`src/rtl/dldo_pkg.sv`:
```
// Shared definitions for the digital LDO loop controller and the pass-array model.
// Contents:
//   dldo_state_t  loop state encoding (HOLD/COARSE/FINE/LOCK)
//   DLDO_*        default loop parameters
//   dldo_clog2    ceil(log2(value)), never less than 1
package dldo_pkg;

    typedef enum logic [1:0] {
        ST_HOLD   = 2'd0,
        ST_COARSE = 2'd1,
        ST_FINE   = 2'd2,
        ST_LOCK   = 2'd3
    } dldo_state_t;

    localparam int DLDO_PASS_NUM     = 10;
    localparam int DLDO_COARSE_STEP  = 4;
    localparam int DLDO_LOCK_TOGGLES = 4;
    localparam int DLDO_UNLOCK_RUN   = 3;
    localparam int DLDO_COARSE_RUN   = 4;

    function automatic int dldo_clog2(input int value);
        int result;
        int rem;
        result = 0;
        rem    = value - 1;
        while (rem > 0) begin
            result++;
            rem = rem >> 1;
        end
        if (result < 1) begin
            result = 1;
        end
        return result;
    endfunction

endpackage

```
`src/rtl/dldo_therm_decoder.sv`:
```
// Binary-to-thermometer decoder for the pass-device gate bus. Purely combinational.
// Ports:
//   code  in   binary count of devices to enable (0..PASS_NUM)
//   out   out  thermometer gate enables, out[i] = (i < code)
module dldo_therm_decoder
    import dldo_pkg::*;
#(
    parameter  int PASS_NUM = DLDO_PASS_NUM,
    localparam int CNT_W    = dldo_clog2(PASS_NUM + 1)
) (
    input  logic [CNT_W-1:0]    code,
    output logic [PASS_NUM-1:0] out
);

    for (genvar i = 0; i < PASS_NUM; i++) begin : g_bit
        assign out[i] = (code > CNT_W'(i));
    end

endmodule

```
`src/rtl/dldo_loop_controller.sv`:
```
// Coarse/fine/lock tracking loop driving the digital LDO pass-device array.
// Ports:
//   clk      in   loop clock
//   rst      in   asynchronous active-low reset
//   en       in   loop enable (synchronous)
//   comp_in  in   comparator, asynchronous; 1 = VOUT low (add drive), 0 = VOUT high
//   out      out  thermometer gate enables
//   code     out  binary count of enabled devices
//   state    out  loop state (see table)
//   locked   out  high in LOCK
//   sat_hi   out  code at PASS_NUM
//   sat_lo   out  code at 0
//
// state  | meaning
// HOLD   | loop idle, code frozen
// COARSE | large steps toward the target until the comparator reverses
// FINE   | unit steps; counts reversals (lock) and same-direction runs (recoarse)
// LOCK   | code frozen; a long same-direction run drops back to FINE
module dldo_loop_controller
    import dldo_pkg::*;
#(
    parameter  int PASS_NUM     = DLDO_PASS_NUM,
    parameter  int COARSE_STEP  = DLDO_COARSE_STEP,
    parameter  int LOCK_TOGGLES = DLDO_LOCK_TOGGLES,
    parameter  int UNLOCK_RUN   = DLDO_UNLOCK_RUN,
    parameter  int COARSE_RUN   = DLDO_COARSE_RUN,
    localparam int CNT_W        = dldo_clog2(PASS_NUM + 1)
) (
    input  logic                clk,
    input  logic                rst,
    input  logic                en,
    input  logic                comp_in,
    output logic [PASS_NUM-1:0] out,
    output logic [CNT_W-1:0]    code,
    output logic [1:0]          state,
    output logic                locked,
    output logic                sat_hi,
    output logic                sat_lo
);

    localparam int RUN_MAX_A = (LOCK_TOGGLES > UNLOCK_RUN) ? LOCK_TOGGLES : UNLOCK_RUN;
    localparam int RUN_MAX   = (RUN_MAX_A > COARSE_RUN) ? RUN_MAX_A : COARSE_RUN;
    localparam int RUN_W     = dldo_clog2(RUN_MAX + 1);
    localparam int EXT_W     = CNT_W + 1;

    localparam logic [EXT_W-1:0] CODE_MAX  = EXT_W'(PASS_NUM);
    localparam logic [EXT_W-1:0] STEP_C    = EXT_W'(COARSE_STEP);
    localparam logic [EXT_W-1:0] STEP_F    = EXT_W'(1);
    localparam logic [RUN_W-1:0] RUN_ONE   = RUN_W'(1);
    localparam logic [RUN_W-1:0] LOCK_C    = RUN_W'(LOCK_TOGGLES);
    localparam logic [RUN_W-1:0] UNLOCK_C  = RUN_W'(UNLOCK_RUN);
    localparam logic [RUN_W-1:0] RECOARSE_C = RUN_W'(COARSE_RUN);

    logic              sync_1, sync_2;
    logic              prev_dir, prev_valid;
    logic [CNT_W-1:0]  code_q, code_d;
    dldo_state_t       state_q, state_d;
    logic [RUN_W-1:0]  run_q, run_d, tog_q, tog_d;
    logic [RUN_W-1:0]  run_inc, tog_inc, lock_run;
    logic              dir, reversal;

    assign dir      = sync_2;
    assign reversal = prev_valid & (dir != prev_dir);
    assign run_inc  = run_q + RUN_ONE;
    assign tog_inc  = tog_q + RUN_ONE;
    assign lock_run = reversal ? RUN_ONE : run_inc;

    // Extra headroom bit keeps the upward sum from wrapping before the clamp.
    function automatic logic [CNT_W-1:0] step_code(input logic [CNT_W-1:0] cur,
                                                   input logic             up,
                                                   input logic [EXT_W-1:0] step);
        logic [EXT_W-1:0] cur_ext;
        logic [EXT_W-1:0] res;
        cur_ext = {1'b0, cur};
        if (up) begin
            res = (cur_ext + step > CODE_MAX) ? CODE_MAX : cur_ext + step;
        end else begin
            res = (cur_ext < step) ? '0 : cur_ext - step;
        end
        return res[CNT_W-1:0];
    endfunction

    always_ff @(posedge clk or negedge rst) begin
        if (!rst) begin
            sync_1     <= 1'b0;
            sync_2     <= 1'b0;
            prev_dir   <= 1'b0;
            prev_valid <= 1'b0;
            code_q     <= CNT_W'(PASS_NUM);
            state_q    <= ST_HOLD;
            run_q      <= '0;
            tog_q      <= '0;
        end else begin
            sync_1     <= comp_in;
            sync_2     <= sync_1;
            if (en) begin
                prev_dir   <= dir;
                prev_valid <= 1'b1;
            end else begin
                prev_valid <= 1'b0;
            end
            code_q     <= code_d;
            state_q    <= state_d;
            run_q      <= run_d;
            tog_q      <= tog_d;
        end
    end

    always_comb begin
        state_d = state_q;
        code_d  = code_q;
        run_d   = run_q;
        tog_d   = tog_q;
        if (!en) begin
            state_d = ST_HOLD;
            run_d   = '0;
            tog_d   = '0;
        end else begin
            case (state_q)
                ST_HOLD: begin
                    state_d = ST_COARSE;
                    run_d   = '0;
                    tog_d   = '0;
                end
                ST_COARSE: begin
                    run_d = '0;
                    tog_d = '0;
                    if (reversal) begin
                        state_d = ST_FINE;
                        code_d  = step_code(code_q, dir, STEP_F);
                    end else begin
                        code_d  = step_code(code_q, dir, STEP_C);
                    end
                end
                ST_FINE: begin
                    code_d = step_code(code_q, dir, STEP_F);
                    if (reversal) begin
                        if (tog_inc == LOCK_C) begin
                            state_d = ST_LOCK;
                            run_d   = '0;
                            tog_d   = '0;
                        end else begin
                            run_d   = RUN_ONE;
                            tog_d   = tog_inc;
                        end
                    end else begin
                        if (run_inc == RECOARSE_C) begin
                            state_d = ST_COARSE;
                            run_d   = '0;
                        end else begin
                            run_d   = run_inc;
                        end
                        tog_d = '0;
                    end
                end
                ST_LOCK: begin
                    tog_d = '0;
                    if (lock_run == UNLOCK_C) begin
                        state_d = ST_FINE;
                        run_d   = '0;
                    end else begin
                        run_d   = lock_run;
                    end
                end
                default: state_d = ST_HOLD;
            endcase
        end
    end

    always_comb begin
        locked = (state_q == ST_LOCK);
        sat_hi = (code_q == CNT_W'(PASS_NUM));
        sat_lo = (code_q == '0);
    end

    assign state = state_q;
    assign code  = code_q;

    dldo_therm_decoder #(
        .PASS_NUM(PASS_NUM)
    ) u_therm (
        .code(code_q),
        .out (out)
    );

endmodule

```
`config.mk`:
```
export PLATFORM = sky130hd
export DESIGN_NAME = dldo_loop_controller
export DESIGN_NICKNAME = d
export VERILOG_FILES = /design/src/rtl/dldo_pkg.sv /design/src/rtl/dldo_therm_decoder.sv /design/src/rtl/dldo_loop_controller.sv
export SDC_FILE = /design/constraint.sdc
export NUM_CORES = 1
export LEC_CHECK = 0
export ABC_AREA = 1
export CORE_MARGIN = 8
export CORE_UTILIZATION = 45
export DETAILED_ROUTE_END_ITERATION = 12
export PLACE_DENSITY = 0.69
export SETUP_SLACK_MARGIN = 0.02
export SLEW_MARGIN = 5
export SYNTH_ARGS = -nofsm -noshare
export SYNTH_HDL_FRONTEND = slang
export SYNTH_SLANG_ARGS = --single-unit
```
`constraint.sdc`:
```
create_clock -name clk -period 2.6 [get_ports clk]
set_input_delay 0.26 -clock clk [delete_from_list [all_inputs] [get_ports clk]]
set_output_delay 0.26 -clock clk [all_outputs]
set_load 0.02 [all_outputs]
```
Word level (Yosys, flattened, before mapping). Cells that the tools add are included.

$add $sub $neg: 6. $mul: 0. Divide/modulo/power cells: 0. $lt $le $gt $ge: 14. Eq/ne operators: 12. Shifts and indexed selects: 0. Mux-type cells: 27. Bitwise operators: 1. Reductions and logical operators: 7.

Operators by type and width (count): $mux 4 (7); $mux 3 (8); $gt 4x3->1 const B (4); $mux 2 (6); $gt 5x4->1 const B (2); $pmux 3 s3 (1); $gt 4x1->1 const B (2); $gt 4x2->1 const B (2); $gt 4x4->1 const B (2); $ne 4x4->1 const B (2); $pmux 2 s4 (1); $pmux 4 s2 (1); $add 3x1->3 const B (2); $eq 3x3->1 const B (2); $pmux 3 s2 (1); $add 4x1->5 const B (1); $add 4x3->5 const B (1); $eq 2x2->1 const B (2); $eq 4x4->1 const B (1); $logic_not 4->1 (1); $lt 4x1->1 const B (1); $lt 4x3->1 const B (1); $reduce_and 4->1 (1); $sub 4x1->4 const B (1); other kinds (13) (14).

Bits in registers: 16. Latch bits: 0. RAM bits: 0. ROM bits: 0. Input port bits: 4. Output and inout port bits: 19. Logic and storage cells: 75. Memories: 0.

Longest topological paths before layout. Gate-level depths: netlist (run 1).

Word-level depth: 7. Depth in mapped cells: 11. Depth with buffers taken out: 10.

By module. Synthesis (run 1) repeated with hierarchy kept, for this count alone.

Cells, all modules: 206. Area total of the unflattened synthesis: 1463.9 um^2.

Modules (own cells, without submodules): dldo_loop_controller (times used 1, cells an instance 187, area each 1386.3 um^2, seq. area each 402.9 um^2); dldo_therm_decoder (times used 1, cells an instance 19, area each 77.6 um^2, seq. area each 0.0 um^2).

Worst setup path before layout (run 1). Ideal clock, no wire load.

Kind: register -> output. Start: reg code_q[3], in the netlist code[3]. End: out out[4]. Data arrival time: 1673 ps. Data required time: 2340 ps. Path slack: 667 ps. Stages on the path, launching flop included: 4. Buffers on the path: 0. Path through: dfstp_2 -> clkinv_1 -> ha_1 -> o21ai_0.

Longest elaborated chain between the ends: 1.

RTL lines: start, declared (RTL line dldo_loop_controller.sv:56) `logic [CNT_W-1:0] code_q, code_d;`; start signal, assigned (RTL line dldo_loop_controller.sv:89) `code_q <= CNT_W'(PASS_NUM);`; start signal, assigned (RTL line dldo_loop_controller.sv:102) `code_q <= code_d;`; $gt 4x3->1 (RTL line dldo_therm_decoder.sv:16) `assign out[i] = (code > CNT_W'(i));`; end, declared (RTL line dldo_loop_controller.sv:33) `output logic [PASS_NUM-1:0] out,`.

Every way passes these cells.

Final worst setup path (run 1).
Start: reg code_q[3], in the netlist code[3]. End: out out[7].

The elaborated chain is that of the path after synthesis.

==> results of run 1 <==
-- stage by stage --
step                      hold slack (ns)  std cells  utilization (%)  power, W
after floorplan                   -0.0356        200                -   0.00117
after global placement              0.338        266             56.4   0.00166
after detailed placement            0.341        266             56.4   0.00166
after CTS                           0.362        269             57.1   0.00179
after global routing                0.375        269             57.5   0.00192
final                               0.356        269             57.5   0.00176
-- cell usage after synthesis --
library cell / count
a21oi_1: 9
a22oi_1: 2
a31oi_1: 1
buf_2: 2
buf_6: 1
clkinv_1: 1
dfrtp_1: 14
dfstp_2: 2
ha_1: 22
inv_1: 32
inv_2: 1
inv_4: 1
nand2_1: 55
nand2_2: 1
nand2_4: 2
nand3_1: 14
nand3_2: 2
nand3_4: 1
nand4_1: 2
nor2_1: 13
nor2_2: 1
nor3_1: 4
o211ai_1: 2
o21a_1: 1
o21ai_0: 10
o21ai_1: 2
xnor2_1: 1
xor2_1: 1
-- final timing paths --
| path | startpoint | endpoint | slack (ns) | cells past startpoint |
|---|---|---|---|---|
| min in group asynchronous | rst | tog_q[2]$_DFF_PN0_ | 0.40 | 1 |
| worst min register to register | sync_1$_DFF_PN0_ | dir$_DFF_PN0_ | 0.36 | 0 |
| worst min-delay path | sync_1$_DFF_PN0_ | dir$_DFF_PN0_ | 0.36 | 0 |
| worst max register to register | code[3]$_DFFE_PN1P_ | code[2]$_DFFE_PN0P_ | 0.70 | 8 |
| max in group asynchronous | rst | code[2]$_DFFE_PN0P_ | 1.76 | 1 |
| worst max-delay path | code[3]$_DFFE_PN1P_ | out[7] | 0.23 | 4 |
-- state kept, by name (all words and copies together), names as in the netlist --
signal,cells
state,2
code,4
tog_q,3
run_q,3
prev_dir,1
sync_1,1
prev_valid,1
dir,1
-- cell families after synthesis --
family	after synthesis
AO/OA/AOI/OAI	27
XOR/XNOR	2
adder cells (fa/ha/maj)	22
buffers and inverters	38
flip-flops	16
AND/OR/NAND/NOR	95
-- layout make-up --
cell class | count | area, um2
clock buffers | 3 | 22.5
multi-input cells | 146 | 872
fillers | 297 | 1290
well taps | 44 | 55.1
repair buffers | 25 | 255
flip-flops and latches | 16 | 403
inverters | 35 | 134
-- routing by layer --
metal	GRT usage, %	wire, um	vias to the layer above
met3	3.44	159	6
met2	20.1	1380	38
met5	0	0	-
li1	-	-	679
met4	3.11	43	0
met1	15.5	1470	579
-- timing repair --
action | 4_1_cts | 5_1_grt
endpoints found under the setup margin | 0 | 5
gates resized for setup | 0 | 5
buffers inserted | 0 | 0
-- power by group through the flow --
stage	Clock, W	Sequential, W	Combinational [W]
after floorplan	0	0.000424	0.000749
after global placement	0	0.000372	0.00128
after detailed placement	0	0.000376	0.00128
after CTS	0.000132	0.000371	0.00129
after global routing	0.000140	0.000380	0.00140
final	0.000125	0.000370	0.00127
==> flow_summary_export.csv, run 1 <==
group,metric,value,unit
global_routing,antenna_found_initial,0,
pwr,p_int,0.000882,W
floorplanning,die_h,72.4,um
logic_synthesis,synth_top_cell_by_area,"dfrtp_1",
sta,clock_skew,0.000393,ns
floorplanning,rows,20,
global_routing,grt_pass1_vias,1227,
floorplanning,start_util,47.2,%
pwr,p_comb_share,71.9,%
pwr,seqPwrFrac,21.0,%
pwr,swShare,49.9,%
critical_path,max_stage_delay,0.62,ns
detailed_routing,drt_iter0_drc,43,
sta,period_minus_slack,2.37,ns
detailed_routing,drt-total-wl,3050,um
logic_synthesis,yosys-top-cells-area,"dfrtp_1 (24%), ha_1 (19%), nand2_1 (14%)",
detailed_routing,ant_nets,0,
sta,min_period_over_period,91.2,%
sta,fin_ws,0.228,ns
sta,worst_pin_slew,0.698,ns
flow_run,cap_violations,0,
critical_path,cpMaxStageDelayCell,"clkdlybuf4s50_1",
logic_synthesis,yosysSeqAreaShare,28.2,%
critical_path,worstPathArrival,2.11,ns
logic_synthesis,syn_area_per_cell,7.15,um2
floorplanning,dieWidth,72.4,um
finish,fin_area,1740,um2
critical_path,path_max_fanout,7,
critical_path,cp_cell_sequence,"clkinv_1 > ha_1 > a21oi_1 > clkdlybuf4s50_1",
clock_tree,cts_tree,"done",
placed_design,routabilityCongestion,0.914,
logic_synthesis,syn_area,1430,um2
logic_synthesis,yosysWarnings,0,
placed_design,dp_slack,0.362,ns
logic_synthesis,syn_inst,200,
logic_synthesis,synthAdderAreaFrac,19.2,%
logic_synthesis,ys_types,28,
placed_design,placed_cell_area,1710,um2
global_routing,grt_max_degree,17,
floorplanning,io_pins,23,
pwr,switchingPower,0.000879,W
finish,drive_gt1_share,7.56,%
logic_synthesis,syn-num-nets,226,
finish,syn_to_final_growth,21.8,%
logic_synthesis,synth.ff_latch_count,16,
sta,setup_total_negative_slack,0,ns
clock_tree,numCtsBuffers,3,
detailed_routing,drcViolationCount,0,
clock_tree,cts-root-buf,"clkbuf_4",
pwr,clkPwrFrac,7.1,%
placed_design,io_buffers,22,
global_routing,grt.overflow.total,0,
critical_path,path_class,"register to primary output",
pwr,p_leak,0.967,nW
finish,nets,253,
pwr,vdd_ir_drop_max,0.000514,V
detailed_routing,dr.pass1.iters,4,
detailed_routing,vias_per_cell,4.84,
clock_tree,clock_latency,0.28,ns
clock_tree,hold_buffers,0,
hold_path,min_path_type,"register to register",
placed_design,place_hpwl,2460,um
detailed_routing,num_vias,1302,
finish,insertedDiodeCount,0,
sta,rsz0062_at_grt,"false",
logic_synthesis,synthXorXnorAreaFrac,1.22,%
clock_tree,htree_levels,1,
floorplanning,die-area,5240,um2
sta,final-hold-violation-count,0,
clock_tree,clk_path_buf_depth,2,
global_routing,globalRouteTotalUtil,12.3,%
sta,timing.max_slew.rel_slack,53.3,%
logic_synthesis,yosys.area_share.simple,30.1,%
status,outcome,"complete, no violations",
logic_synthesis,synth_top_family_by_area,"simple AND/OR/NAND/NOR gates",
critical_path,worst-path-buf-inv,2,
sta,finalSetupViolCount,0,
clock_tree,clk_pin_slew_worst_paths,0.08,ns
logic_synthesis,synth-compound-area-share,10.4,%
sta,fmax,422,MHz
logic_synthesis,synthMuxAreaShare,0,%
detailed_routing,wl_per_cell,11.4,um
finish,final_common_cell,"nand2_1",
pwr,powerDensity,1010,nW/um2
floorplanning,coreArea,3030,um2
clock_tree,cts_sinks,16,
sta,drv_slew,0,
critical_path,start_kind,"register",
critical_path,end_kind,"primary output",
finish,final_cell_mix,"nand2_1 (55), inv_1 (32), ha_1 (22), clkdlybuf4s50_1 (17)",
logic_synthesis,synth_top_cell_area_share,24.5,%
critical_path,path_delay_family,"buffers and inverters",
global_routing,grt_pass1_wl,5330,um
critical_path,cp.required,2.34,ns
Power figures use the tool's default switching activity.
==> inputs of run 2 (changes only) <==
--- a/config.mk
+++ b/config.mk
@@ -10,6 +10,7 @@
 export CORE_UTILIZATION = 45
 export DETAILED_ROUTE_END_ITERATION = 12
 export PLACE_DENSITY = 0.69
+export REMOVE_ABC_BUFFERS = 1
 export SETUP_SLACK_MARGIN = 0.02
 export SLEW_MARGIN = 5
 export SYNTH_ARGS = -nofsm -noshare
==> run 2 against run 1 <==
  * Cell area increased by 1.0%
  * Sequential power down 5%
  * Largest cell class unchanged
  * Highest routed layer unchanged
  * Clock power rose by 38%
  * Critical endpoint is now out[4]
  * Power is 4.8% higher
==> flow_summary_export.csv, run 2 (synthesis gave the netlist of run 1 again) <==
group,metric,value,unit
status,outcome,"complete, no violations",
critical_path,cp.required,2.34,ns
flow_run,cap_violations,0,
sta,fmax,416,MHz
floorplanning,io_pins,23,
detailed_routing,drcViolationCount,0,
sta,rsz0062_at_grt,"false",
detailed_routing,wl_per_cell,11.9,um
critical_path,r2r_end,"code[2]$_DFFE_PN0P_",
floorplanning,coreArea,3030,um2
pwr,p_int,0.000931,W
floorplanning,die_h,72.4,um
critical_path,rr_startpoint,"code[3]$_DFFE_PN1P_",
pwr,seqPwrFrac,19.0,%
finish,final_cell_mix,"nand2_1 (55), inv_1 (32), ha_1 (22), clkdlybuf4s50_1 (19)",
sta,min_period_over_period,92.5,%
clock_tree,post_cts_buffers,0,
placed_design,routabilityCongestion,0.830,
sta,final-hold-violation-count,0,
pwr,vdd_ir_drop_max,0.000465,V
finish,largest_reg_flops,4,
critical_path,rrSetupSlack,0.72,ns
sta,worst_pin_slew,0.744,ns
clock_tree,cts_sinks,16,
placed_design,io_buffers,22,
critical_path,max_stage_delay,0.63,ns
clock_tree,cts-root-buf,"clkbuf_4",
sta,timing.max_slew.rel_slack,50.3,%
critical_path,end_kind,"primary output",
critical_path,start_kind,"register",
hold_path,min_path_type,"register to register",
floorplanning,rows,20,
finish,drive_gt1_share,8.81,%
pwr,clkPwrFrac,9.3,%
hold_path,min_to,"dir$_DFF_PN0_",
global_routing,globalRouteTotalUtil,13.4,%
pwr,switchingPower,0.000914,W
finish,nets,254,
floorplanning,start_util,47.2,%
clock_tree,clk_pin_slew_worst_paths,0.11,ns
detailed_routing,vias_per_cell,4.86,
sta,period_minus_slack,2.40,ns
critical_path,worstPathArrival,2.14,ns
clock_tree,cts_tree,"done",
placed_design,place_hpwl,2490,um
clock_tree,clock_latency,0.29,ns
global_routing,grt.overflow.total,0,
global_routing,grt_pass1_wl,5710,um
pwr,p_comb_share,71.6,%
critical_path,reg2reg_depth,9,
finish,final_common_cell,"nand2_1",
pwr,swShare,49.5,%
pwr,p_leak,0.953,nW
clock_tree,htree_levels,1,
clock_tree,numCtsBuffers,3,
placed_design,placed_cell_area,1710,um2
global_routing,grt_max_degree,17,
global_routing,grt_pass1_vias,1252,
floorplanning,die-area,5240,um2
detailed_routing,dr.pass1.iters,4,
finish,n_fill_cell,303,
pwr,powerDensity,1050,nW/um2
hold_path,min_from,"sync_1$_DFF_PN0_",
sta,setup_total_negative_slack,0,ns
critical_path,path_max_fanout,11,
detailed_routing,ant_nets,0,
sta,clock_skew,0.00173,ns
global_routing,antenna_found_initial,0,
sta,drv_slew,0,
finish,syn_to_final_growth,23.0,%
critical_path,cp_cell_sequence,"clkinv_2 > ha_1 > o21ai_0 > clkdlybuf4s50_1",
finish,insertedDiodeCount,0,
detailed_routing,num_vias,1317,
floorplanning,dieWidth,72.4,um
detailed_routing,drt_iter0_drc,96,
detailed_routing,drt-total-wl,3220,um
critical_path,cpMaxStageDelayCell,"clkdlybuf4s50_1",
sta,finalSetupViolCount,0,
clock_tree,clk_path_buf_depth,2,
hold_path,holdPathStages,0,
finish,fin_area,1760,um2
critical_path,path_class,"register to primary output",
[run 2: cell types whose count changed in the layout (fill, tap and decap cells not counted), sizes merged]
cell,before,now
buf,3,4
clkbuf,3,4
clkdlybuf4s50,17,19
dlymetal6s2s,5,3
[run 2: what timing repair did]
item | in CTS | in global routing
setup endpoints to repair | 4 | 3
resized for setup | 1 | 3
hold buffers | 0 | 0
pin swaps | 0 | 0
[run 2: power by group through the flow]
stage                     logic, W  clock network, W  registers [W]
final                      0.00132          0.000172       0.000351
after CTS                  0.00133          0.000173       0.000351
after floorplan           0.000728                 0       0.000435
after global placement     0.00132                 0       0.000353
after global routing       0.00147          0.000189       0.000360
after detailed placement   0.00133                 0       0.000354
[run 2: worst max-delay path by stage]
| stage | start | end |
|---|---|---|
| detailed placement | code[3]$_DFFE_PN1P_ | out[2] |
| global route | code[3]$_DFFE_PN1P_ | out[4] |
| CTS | code[3]$_DFFE_PN1P_ | out[2] |
| floorplan | code[3]$_DFFE_PN1P_ | out[4] |
| global placement | code[3]$_DFFE_PN1P_ | out[2] |
| finish | code[3]$_DFFE_PN1P_ | out[4] |
[run 2: per-stage QoR]
| step | setup slack [ns] | hold WS [ns] | util [%] | instances | power [W] |
|---|---|---|---|---|---|
| finish | 0.195 | 0.386 | 58.1 | 271 | 0.00184 |
| global placement | 0.314 | 0.364 | 56.6 | 267 | 0.00167 |
| CTS | 0.129 | 0.390 | 57.9 | 271 | 0.00186 |
| floorplan | 0.667 | -0.0356 | - | 197 | 0.00116 |
| detailed placement | 0.278 | 0.366 | 56.6 | 267 | 0.00168 |
| global route | 0.0346 | 0.393 | 58.1 | 271 | 0.00202 |
[run 2: critical path, delay by kind of cell (launching register included)]
kind,cells,cell delay [ns]
flip-flops,1,0.61
buffers and inverters,2,0.81
AO/OA/AOI/OAI,1,0.17
adder cells (fa/ha/maj),1,0.28
[run 2: metal layers]
layer	track usage [%]	wire length (um)
met5	0	0
met4	4.00	37
met3	3.03	215
met2	19.7	1290
met1	18.7	1670
[run 2: final cells by class]
cell class	count	area [um2]	share of cell area, %
clock buffer	4	36.3	2.06
inverter	35	135	7.68
multi-input combinational	146	872	49.6
sequential	16	403	22.9
tap	44	55.1	3.13
timing repair buffer	26	258	14.7
==> inputs of run 3 (changes only) <==
--- a/config.mk
+++ b/config.mk
@@ -7,9 +7,9 @@
 export LEC_CHECK = 0
 export ABC_AREA = 1
 export CORE_MARGIN = 8
-export CORE_UTILIZATION = 45
+export CORE_UTILIZATION = 25
+export CTS_CLUSTER_SIZE = 30
 export DETAILED_ROUTE_END_ITERATION = 12
-export PLACE_DENSITY = 0.69
 export REMOVE_ABC_BUFFERS = 1
 export SETUP_SLACK_MARGIN = 0.02
 export SLEW_MARGIN = 5
==> run 3 against run 2 <==
  * Clock skew is essentially flat
  * Largest power group unchanged
  * Sequential share of layout area is 0.68 points lower
  * Setup slack lost 0.026 ns
  * Critical path depth is 1 higher
  * Combinational power is essentially flat
  * Routed wire length grew 4.4%
  * Sequential power barely moved
  * Largest cell class unchanged
  * Power is 3.0% higher
  * Cell area is 3.1% higher
  * Non-clock buffer count is the same
  * Highest routed layer unchanged
  * Register-to-register slack better by 0.15 ns
  * Clock-buffer cell count unchanged
==> flow_summary_export.csv, run 3 (synthesis gave the netlist of run 1 again) <==
group,metric,value,unit
sta,finalSetupViolCount,0,
global_routing,globalRouteTotalUtil,8.25,%
global_routing,grt_max_degree,17,
clock_tree,numCtsBuffers,3,
detailed_routing,vias_per_cell,4.37,
critical_path,rr_startpoint,"code[3]$_DFFE_PN1P_",
floorplanning,die-area,8400,um2
sta,fmax,411,MHz
global_routing,met3_usage,2.04,%
placed_design,placed_cell_area,1750,um2
global_routing,top_usage_layer,"met2",
finish,nets,254,
critical_path,worstPathArrival,2.17,ns
critical_path,max_stage_delay,0.62,ns
critical_path,path_class,"register to primary output",
pwr,seqPwrFrac,18.4,%
floorplanning,io_pins,23,
pwr,swShare,48.2,%
status,outcome,"complete, no violations",
sta,min_period_over_period,93.5,%
detailed_routing,drcViolationCount,0,
sta,rsz0062_at_grt,"false",
sta,timing.max_slew.rel_slack,49.4,%
flow_run,cap_violations,0,
sta,setup_total_negative_slack,0,ns
clock_tree,htree_levels,1,
pwr,p_int,0.000984,W
detailed_routing,wl_per_cell,11.2,um
floorplanning,dieWidth,91.6,um
clock_tree,cts_tree,"done",
finish,n_fill_cell,603,
finish,drive_gt1_share,8.81,%
finish,largest_reg_flops,4,
global_routing,grt_pass1_wl,5890,um
finish,final_common_cell,"nand2_1",
pwr,switchingPower,0.000917,W
finish,syn_to_final_growth,26.8,%
finish,fin_area,1810,um2
floorplanning,rows,27,
pwr,p_leak,0.955,nW
floorplanning,die_h,91.6,um
critical_path,path_max_fanout,9,
detailed_routing,ant_nets,0,
hold_path,min_from,"sync_1$_DFF_PN0_",
clock_tree,cts-root-buf,"clkbuf_8",
sta,clock_skew,0.00212,ns
critical_path,path_delay_family,"buffers and inverters",
floorplanning,start_util,26.0,%
finish,final_cell_mix,"nand2_1 (55), inv_1 (32), ha_1 (22), clkdlybuf4s50_1 (20)",
hold_path,min_to,"dir$_DFF_PN0_",
pwr,powerDensity,1050,nW/um2
clock_tree,clk_pin_slew_worst_paths,0.07,ns
global_routing,met2_usage,13.1,%
critical_path,cp.required,2.34,ns
placed_design,io_buffers,22,
sta,drv_slew,0,
finish,insertedDiodeCount,0,
sta,worst_pin_slew,0.757,ns
pwr,vdd_ir_drop_max,0.000454,V
global_routing,use_met1,10.8,%
sta,final-hold-violation-count,0,
clock_tree,clock_latency,0.25,ns
hold_path,min_path_type,"register to register",
clock_tree,cts_sinks,16,
critical_path,worst-path-buf-inv,3,
critical_path,r2r_end,"code[2]$_DFFE_PN0P_",
detailed_routing,drt_iter0_drc,67,
detailed_routing,dr.pass1.iters,4,
clock_tree,post_cts_buffers,0,
clock_tree,hold_buffers,0,
critical_path,cpMaxStageDelayCell,"clkdlybuf4s50_1",
global_routing,grt.overflow.total,0,
placed_design,place_hpwl,2630,um
hold_path,holdPathStages,0,
clock_tree,clk_path_buf_depth,2,
critical_path,rrSetupSlack,0.87,ns
critical_path,start_kind,"register",
placed_design,routabilityCongestion,0.848,
critical_path,cp.depth,5,
global_routing,antenna_found_initial,0,
pwr,p_comb_share,69.8,%
floorplanning,coreArea,5510,um2
critical_path,end_kind,"primary output",
detailed_routing,drt-total-wl,3360,um
sta,period_minus_slack,2.43,ns
global_routing,grt_pass1_vias,1282,
critical_path,cp_cell_sequence,"clkinv_1 > buf_4 > ha_1 > a21oi_1 > clkdlybuf4s50_1",
critical_path,reg2reg_depth,8,
detailed_routing,num_vias,1306,
pwr,clkPwrFrac,11.7,%
[run 3: cell count changes in the layout (fill, tap and decap cells not counted), sizes merged]
cell / delta
dlymetal6s2s: -1
clkdlybuf4s50: +1
[run 3: worst max-delay path by stage]
stage / slack, ns / startpoint / endpoint
floorplan: 0.67 / code[3]$_DFFE_PN1P_ / out[4]
global placement: 0.45 / code[3]$_DFFE_PN1P_ / out[5]
detailed placement: 0.41 / code[3]$_DFFE_PN1P_ / out[5]
CTS: 0.13 / code[3]$_DFFE_PN1P_ / out[5]
global route: 0.04 / code[3]$_DFFE_PN1P_ / out[7]
finish: 0.17 / code[3]$_DFFE_PN1P_ / out[7]
[run 3: power groups by stage]
stage | combinational (W) | clock, W | sequential, W
2_1_floorplan | 0.000728 | 0 | 0.000435
3_3_place_gp | 0.00132 | 0 | 0.000353
3_5_place_dp | 0.00133 | 0 | 0.000356
4_1_cts | 0.00134 | 0.000233 | 0.000352
5_1_grt | 0.00151 | 0.000245 | 0.000361
6_report | 0.00133 | 0.000223 | 0.000351
[run 3: cell type report]
cell class,instances,area [um2],share of cell area (%)
Inverter,35,134,7.38
Timing Repair Buffer,26,255,14.1
Clock buffer,4,55.1,3.04
Tap cell,72,90.1,4.97
Sequential cell,16,403,22.2
Multi-Input combinational cell,146,876,48.3
[run 3: stage by stage]
stage / cells / util (%) / total power (W) / hold WS [ns] / setup slack (ns)
2_1_floorplan: 197 / - / 0.00116 / -0.0356 / 0.667
3_3_place_gp: 295 / 31.8 / 0.00168 / 0.338 / 0.448
3_5_place_dp: 295 / 31.8 / 0.00169 / 0.348 / 0.412
4_1_cts: 299 / 32.8 / 0.00192 / 0.367 / 0.130
5_1_grt: 299 / 32.9 / 0.00211 / 0.382 / 0.0398
6_report: 299 / 32.9 / 0.00190 / 0.359 / 0.169
[run 3: repair_timing]
action / 4_1_cts / 5_1_grt
gates resized for setup: 0 / 3
endpoints found under the setup margin: 0 / 3
endpoints found under the hold margin: 0 / 0
[run 3: layer usage]
metal	share of wire, %	wire, um	vias up
met3	6.7	226	6
met2	44	1480	33
met4	1.2	41	0
li1	-	-	687
met5	0	0	-
met1	48	1600	580
